--- src/rtl/aes_round_ctrl.sv ---
// ============================================================================
// aes_round_ctrl
// ----------------------------------------------------------------------------
// Sequencer for an iterative AES-128 encryption round datapath. Owns the
// 128-bit cipher state register and the round counter. It accepts one
// plaintext block per handshake and performs the initial AddRoundKey itself.
// It then steps the external round datapath NR times, requesting each round
// key from the key schedule, and finally presents the ciphertext.
//
// Ports
//   clk        : clock, rising edge
//   rst_n      : asynchronous reset, active HIGH despite the name
//   in_valid   : plaintext block offered        in_ready : block can be taken
//   in_block   : plaintext block
//   rk_req     : round-key request (held until rk_valid)
//   rk_idx     : index of the requested round key, 0..NR
//   rk_valid   : rk carries round key rk_idx this cycle
//   rk         : round key
//   dp_state   : state register to round datapath
//   dp_key     : round key to datapath (pass-through of rk)
//   dp_round   : current round 1..NR, 0 outside ROUND
//   dp_final   : last round marker (datapath bypasses mixColumn)
//   dp_result  : combinational round result from datapath
//   out_valid  : ciphertext available           out_ready : consumer accepts
//   out_block  : ciphertext (state register)
//   busy       : controller is not idle
// ============================================================================
module aes_round_ctrl #(
   parameter int NR = 10,
   parameter int RW = 4
) (
   input  logic          clk,
   input  logic          rst_n,
   input  logic          in_valid,
   output logic          in_ready,
   input  logic [127:0]  in_block,
   output logic          rk_req,
   output logic [RW-1:0] rk_idx,
   input  logic          rk_valid,
   input  logic [127:0]  rk,
   output logic [127:0]  dp_state,
   output logic [127:0]  dp_key,
   output logic [RW-1:0] dp_round,
   output logic          dp_final,
   input  logic [127:0]  dp_result,
   output logic          out_valid,
   input  logic          out_ready,
   output logic [127:0]  out_block,
   output logic          busy
);

   typedef enum logic [1:0] {
      IDLE  = 2'd0,
      KEY0  = 2'd1,
      ROUND = 2'd2,
      DONE  = 2'd3
   } fsm_t;

   localparam logic [RW-1:0] LAST_ROUND = RW'(NR);

   fsm_t          fsm_r;
   fsm_t          fsm_nxt_s;
   logic [127:0]  state_r;
   logic [RW-1:0] round_r;
   logic          last_round_s;

   assign last_round_s = (round_r == LAST_ROUND);

   // FSM state register
   always_ff @(posedge clk or posedge rst_n) begin
      if (rst_n) begin
         fsm_r <= IDLE;
      end else begin
         fsm_r <= fsm_nxt_s;
      end
   end

   // Next-state decode; every state waits on its own handshake and holds otherwise
   always_comb begin
      fsm_nxt_s = fsm_r;
      case (fsm_r)
         IDLE: begin
            if (in_valid) fsm_nxt_s = KEY0;
            else          fsm_nxt_s = IDLE;
         end
         KEY0: begin
            if (rk_valid) fsm_nxt_s = ROUND;
            else          fsm_nxt_s = KEY0;
         end
         ROUND: begin
            if (rk_valid && last_round_s) fsm_nxt_s = DONE;
            else                          fsm_nxt_s = ROUND;
         end
         DONE: begin
            // in_ready stays low here, so the next block is taken one cycle later in IDLE
            if (out_ready) fsm_nxt_s = IDLE;
            else           fsm_nxt_s = DONE;
         end
         default: fsm_nxt_s = IDLE;
      endcase
   end

   // Cipher state and round counter; they only advance on an accepted key
   always_ff @(posedge clk or posedge rst_n) begin
      if (rst_n) begin
         state_r <= 128'h0;
         round_r <= '0;
      end else begin
         case (fsm_r)
            IDLE: begin
               if (in_valid) state_r <= in_block;
            end
            KEY0: begin
               if (rk_valid) begin
                  state_r <= state_r ^ rk;
                  round_r <= RW'(1);
               end
            end
            ROUND: begin
               if (rk_valid) begin
                  state_r <= dp_result;
                  if (last_round_s) round_r <= '0;
                  else              round_r <= round_r + RW'(1);
               end
            end
            default: begin
               state_r <= state_r;
               round_r <= round_r;
            end
         endcase
      end
   end

   // Output decode from the registered FSM state
   always_comb begin
      in_ready  = 1'b0;
      rk_req    = 1'b0;
      rk_idx    = '0;
      dp_round  = '0;
      dp_final  = 1'b0;
      out_valid = 1'b0;
      case (fsm_r)
         IDLE: begin
            in_ready = 1'b1;
         end
         KEY0: begin
            rk_req = 1'b1;
            rk_idx = '0;
         end
         ROUND: begin
            rk_req   = 1'b1;
            rk_idx   = round_r;
            dp_round = round_r;
            dp_final = last_round_s;
         end
         DONE: begin
            out_valid = 1'b1;
         end
         default: begin
            in_ready = 1'b0;
         end
      endcase
   end

   assign busy      = (fsm_r != IDLE);
   assign dp_state  = state_r;
   assign out_block = state_r;
   assign dp_key    = rk;

endmodule

--- config.mk ---
export PLATFORM = sky130hd
export DESIGN_NAME = aes_round_ctrl
export DESIGN_NICKNAME = d
export VERILOG_FILES = /design/src/rtl/aes_round_ctrl.sv
export SDC_FILE = /design/constraint.sdc
export NUM_CORES = 1
export LEC_CHECK = 0
export BUFFER_PORTS_ARGS = -buffer_cell sky130_fd_sc_hd__buf_2
export CORE_AREA = 2 2 302 304
export DETAILED_ROUTE_END_ITERATION = 12
export DIE_AREA = 0 0 304 306
export PLACE_DENSITY = 0.39
export SETUP_SLACK_MARGIN = 0.05
export SYNTH_ARGS = -nofsm -noshare
export SYNTH_HDL_FRONTEND = slang
export SYNTH_SLANG_ARGS = --single-unit
--- constraint.sdc ---
create_clock -name clk -period 5.2 [get_ports clk]
set_clock_uncertainty 0.15 [all_clocks]
set_input_delay 0.78 -clock clk [delete_from_list [all_inputs] [get_ports clk]]
set_output_delay 0.78 -clock clk [all_outputs]
set_load 0.05 [all_outputs]
==> results_dict.tcl, run 1 <==
set metrics [dict create \
    final.setup.tns_ps 0 \
    max_freq_mhz 315.2 \
    post_cts_buffers 0 \
    clkPwrFrac_pct 10.5 \
    routed_wl_mm 52.35 \
    yosysUniqueCellTypes 29 \
    regArea_mm2 0.003353 \
    syn_area_per_cell_um2 9.047 \
    fp.dieH_um 306 \
    area_growth_pct 34.76 \
    numCtsBuffers 17 \
    hold_viol 0 \
    start_util_pct 12.08 \
    clk_path_buf_depth 2 \
    cpPeakStageDelay_ps 520 \
    yosysSeqAreaShare_pct 30.99 \
    cpLargestDelayFamily "adder cells" \
    antenna_cells 0 \
    setup_viol 0 \
    netlist_area_mm2 0.01082 \
    num_vias 11119 \
    holdBufCountCts 0 \
    tightest_slew_ps 895.5 \
    final_nets 2038 \
    ys_seq_elements 134 \
    p_leak_nw 7.156 \
    final_common_cell "buf_2" \
    peakVddDrop_v 0.0003377 \
    cts.repair.resized 0 \
    outcome "finished clean" \
    final_cell_mix "785 x buf_2, 256 x o31ai_1, 134 x dfrtp_1" \
    globalplace.congestion 0.7713 \
    via_per_inst 3.930 \
    synth_ff_type "dfrtp_1" \
    drc 0 \
    coreArea_mm2 0.08960 \
    cp-start-kind "register" \
    final_cells 2829 \
    p_total_mw 12.63 \
    period_needed_ps 3173 \
    io_buffers 785 \
    yosysTopAreaCell "dfrtp_1" \
    synth_edf_count 0 \
    path_cells "inv_1, ha_4, and4b_1, buf_2" \
    clk_latency_ps 470 \
    postRouteAntennaNets 0 \
    grt_start_max_net_pins 129 \
    placed_area_mm2 0.01398 \
    overflow 0 \
    yosys_warnings 0 \
    pin_count 786 \
    cp.arrival_ps 2240 \
    drive_gt1_share_pct 50.82 \
    synth_top_cell_area_share_pct 30.99 \
    power_density_mw_per_mm2 866.2 \
    dieWidth_um 304 \
    final_area_mm2 0.01458 \
    cts_htree_levels 4 \
    rows 110 \
    critPathCaptureType "output port" \
    grt_pass1_vias 11195 \
    cts.sinks 134 \
    rsz0062_at_grt "false" \
    cp_max_fo 45 \
    wire_per_inst_um 18.50 \
    r2r_slack_ps 2200 \
    crit_buf_inv 2 \
    power_frac_comb_pct 70.9 \
    hpwl_mm 38.72 \
    drt_iter0_drc 637 \
    cpMaxStageDelayCell "ha_4" \
    swShare_pct 63.46 \
    drt-pass1-iter-count 7 \
    synth-async-reset-ratio_pct 100.0 \
    synth_cells 1196 \
    dp.cells 2798 \
    crit_type "reg -> out" \
    num-fill-cells 10235 \
    cts_root_buf "clkbuf_16" \
    synth.area.top_cells "dfrtp_1 31%, buf_4 18%, o31ai_1 18%" \
    syn-num-nets 1593 \
    path_clk_slew_ps 70 \
    relSlewSlack_pct 40.30 \
    slew_viol_final 0 \
    switchingPower_mw 8.016 \
    grt_antenna_before_repair 6 \
    critPathRequiredTime_ps 4270 \
    p_int_mw 4.615 \
    dieArea_mm2 0.09302 \
    grt_use_total_pct 10.85 \
    p_seq_share_pct 18.6 \
    grt_pass1_wl_mm 76.27 \
    multiInputGateArea_mm2 0.005015 \
    finalCritPeriodShare_pct 61.02 \
    holdCritPathClass "in -> async" \
    cap_violations 0 \
    tritoncts "done" \
]
-- cell type report --
type,count,share of cell area [%]
Tap cell,1176,10.09
Clock inverter,12,1.055
Timing Repair Buffer,801,28.20
Multi-Input combinational cell,680,34.39
Inverter,7,0.2317
Clock buffer,19,3.038
Sequential cell,134,23.00
-- power groups by stage --
stage / Clock, mW / Combinational, mW / Sequential [mW]
global placement: 0 / 9.05 / 2.40
finish: 1.33 / 8.95 / 2.35
floorplan: 0 / 5.84 / 3.86
detailed placement: 0 / 9.05 / 2.37
global route: 1.45 / 9.50 / 2.44
CTS: 1.41 / 9.05 / 2.37
-- state kept, by name (all words and copies together), names as in the netlist --
| register | count |
|---|---|
| round_r | 4 |
| dp_state | 128 |
| fsm_r | 2 |
-- synthesized netlist by cell type (2+ instances only) --
cell	number
buf_6	14
nor2_1	129
a21oi_1	2
nand2_1	4
dfrtp_1	134
xor2_1	128
clkbuf_1	99
mux2i_1	2
o21ai_1	4
inv_1	6
a221oi_1	128
o31ai_1	256
ha_1	8
buf_4	260
nor2b_1	5
and2_1	4
-- metrics by stage --
stage               hold slack, ps  setup slack [ps]  utilization, %
floorplan                    368.6             687.2               -
global placement             420.1              2135           15.61
detailed placement           415.3              2131           15.61
CTS                          249.3              1905           16.27
global route                 276.9              1841           16.27
finish                       245.1              2027           16.27
-- kinds of logic after synthesis --
| kind of cell | Yosys count | share of synthesized area (%) |
|---|---|---|
| AOI/OAI and AO/OA | 394 | 28.72 |
| buffers and inverters | 382 | 23.25 |
| and+or+nand+nor | 148 | 5.562 |
| DFF | 134 | 30.99 |
| xor gates and xnor gates | 128 | 10.36 |
| adders and majority gates | 8 | 0.9251 |
| muxes | 2 | 0.1850 |
-- metal layers --
layer / track usage [%] / routed length (µm) / part of all wire, %
met1: 13.10 / 21830 / 42
met2: 18.39 / 25820 / 49
met3: 2.945 / 3288 / 6.3
met4: 4.003 / 1363 / 2.6
met5: 0 / 40 / 0.076
-- worst paths after layout --
| kind | startpoint | endpoint | cells after the start |
|---|---|---|---|
| hold / removal | rst_n | dp_state[86]$_DFFE_PP0P_ | 2 |
| min in group clk | in_block[81] | dp_state[81]$_DFFE_PP0P_ | 3 |
| hold reg to reg | dp_state[0]$_DFFE_PP0P_ | dp_state[0]$_DFFE_PP0P_ | 2 |
| max in group asynchronous | rst_n | dp_state[122]$_DFFE_PP0P_ | 3 |
| setup reg to reg | fsm_r[0]$_DFF_PP0_ | dp_state[37]$_DFFE_PP0P_ | 6 |
| setup / recovery | fsm_r[0]$_DFF_PP0_ | dp_final | 4 |
Note: power is estimated with default switching activity, not from simulation.
==> run 2, diff against run 1 <==
Clock period 5.2 ns to 3.3 ns, I/O delays scaled along.
==> run 2 against run 1 <==
Effect of this change:
- wire length increased by 3.2%
- combinational power up 61%
- die area is the same
- critical path depth rose by 1
- setup slack got worse by 1600 ps
- sequential power up 57%
- via count up 1.5%
- critical endpoint is now rk_idx[0]
- highest routed layer unchanged
==> results_dict.tcl, run 2 (synthesis results as in run 1) <==
set metrics [dict create \
    outcome "finished clean" \
    cap_violations 0 \
    via_per_inst 3.980 \
    pin_count 786 \
    tritoncts "done" \
    rsz0062_at_grt "false" \
    drc 0 \
    setup_slack_ps 447.2 \
    final_common_cell "buf_2" \
    clk_latency_ps 460 \
    slew_viol_final 0 \
    hold_depth 3 \
    crit_type "reg -> out" \
    cts_htree_levels 4 \
    grt_pass1_wl_mm 77.65 \
    cp-start-kind "register" \
    power_frac_comb_pct 71.4 \
    final_cell_mix "785 x buf_2, 256 x o31ai_1, 134 x dfrtp_1" \
    finalCritPeriodShare_pct 86.45 \
    setup_viol 0 \
    cts_root_buf "clkbuf_16" \
    drt_iter0_drc 671 \
    p_total_mw 20.14 \
    fin_util_pct 16.42 \
    hold_viol 0 \
    overflow 0 \
    path_clk_slew_ps 80 \
    largest_register_ffs 128 \
    final.setup.tns_ps 0 \
    holdCritPathClass "in -> reg" \
    critPathRequiredTime_ps 2650 \
    cts.repair.resized 0 \
    reg2reg_to "dp_state[98]$_DFFE_PP0P_" \
    critPathCaptureType "output port" \
    p_int_mw 7.346 \
    drive_gt1_share_pct 50.90 \
    final_nets 2044 \
    p_leak_nw 7.201 \
    cp_max_fo 28 \
    wire_per_inst_um 19.04 \
    place_ws_ps 640.9 \
    cp.arrival_ps 2210 \
    globalplace.congestion 0.7957 \
    clk_path_buf_depth 2 \
    fp.dieH_um 306 \
    postRouteAntennaNets 0 \
    clkPwrFrac_pct 10.2 \
    swShare_pct 63.52 \
    placed_area_mm2 0.01411 \
    dieWidth_um 304 \
    hold_end "dp_state[44]$_DFFE_PP0P_" \
    drt-pass1-iter-count 5 \
    period_needed_ps 2853 \
    coreArea_mm2 0.08960 \
    io_buffers 785 \
    final_area_mm2 0.01471 \
    grt_pass1_vias 11314 \
    max_freq_mhz 350.5 \
    switchingPower_mw 12.79 \
    num_vias 11290 \
    p_seq_share_pct 18.4 \
    grt_use_total_pct 11.04 \
    worst_r2r_path_depth 6 \
    start_util_pct 12.08 \
    cts.sinks 134 \
    peakVddDrop_v 0.0007508 \
    r2r_start "fsm_r[0]$_DFF_PP0_" \
    tightest_slew_ps 789.5 \
    power_density_mw_per_mm2 1369 \
    grt_antenna_before_repair 8 \
    r2r_slack_ps 660 \
    numCtsBuffers 17 \
    dieArea_mm2 0.09302 \
    area_growth_pct 35.96 \
    rows 110 \
    hold_path_startpoint "in_block[44]" \
    grt_start_max_net_pins 133 \
    routed_wl_mm 54.01 \
    hpwl_mm 39.79 \
    relSlewSlack_pct 47.37 \
]
==> run 2: layout make-up <==
cell class,instances,area (µm²)
Antenna cell,1,2.502
Clock buffer,20,446.7
Clock inverter,12,143.9
Fill cell,10221,74890
Inverter,7,32.53
Multi-Input combinational cell,680,5015
Sequential cell,134,3353
Tap cell,1176,1471
Timing Repair Buffer,807,4247
==> run 2: worst max-delay path, stage by stage, from the launching register on <==
cell	delay [ps]
dfrtp_1	460
inv_1	210
ha_4	170
buf_4	310
and2_1	260
buf_2	320
==> run 2: stage by stage <==
stage | std cells | hold WS (ps)
after floorplan | 1196 | 368.6
after global placement | 2803 | 413.6
after detailed placement | 2803 | 417.4
after CTS | 2836 | 81.41
after global routing | 2837 | 104.9
final | 2837 | 149.2
==> run 2: how the worst max path moves through the flow <==
| stage | endpoint | start | slack [ps] |
|---|---|---|---|
| 6_report | rk_idx[0] | fsm_r[0]$_DFF_PP0_ | 450 |
| 5_1_grt | dp_round[0] | fsm_r[0]$_DFF_PP0_ | 290 |
| 4_1_cts | rk_idx[0] | fsm_r[0]$_DFF_PP0_ | 330 |
| 3_5_place_dp | dp_state[57]$_DFFE_PP0P_ | fsm_r[0]$_DFF_PP0_ | 640 |
| 3_3_place_gp | dp_state[94]$_DFFE_PP0P_ | fsm_r[0]$_DFF_PP0_ | 670 |
| 2_1_floorplan | rk_idx[0] | fsm_r[0]$_DFF_PP0_ | 960 |
==> run 2: power groups by stage <==
| stage | Combinational, mW | Sequential, mW | Clock [mW] |
|---|---|---|---|
| 6_report | 14.4 | 3.70 | 2.06 |
| 2_1_floorplan | 9.21 | 6.08 | 0 |
| 3_5_place_dp | 14.5 | 3.73 | 0 |
| 3_3_place_gp | 14.5 | 3.77 | 0 |
| 4_1_cts | 14.5 | 3.72 | 2.20 |
| 5_1_grt | 15.2 | 3.84 | 2.25 |
==> run 2: timing repair <==
item                      4_1_cts  5_1_grt
hold buffers                    1        0
hold endpoints to repair       47        0
setup buffers                   0        0
==> run 2: per-layer routing <==
metal / vias up / track usage, % / part of all wire, %
met4: 6 / 4.871 / 3.4
met5: - / 0 / 0.076
li1: 5078 / - / -
met3: 71 / 2.848 / 6.8
met2: 559 / 18.61 / 49
met1: 5576 / 13.20 / 41
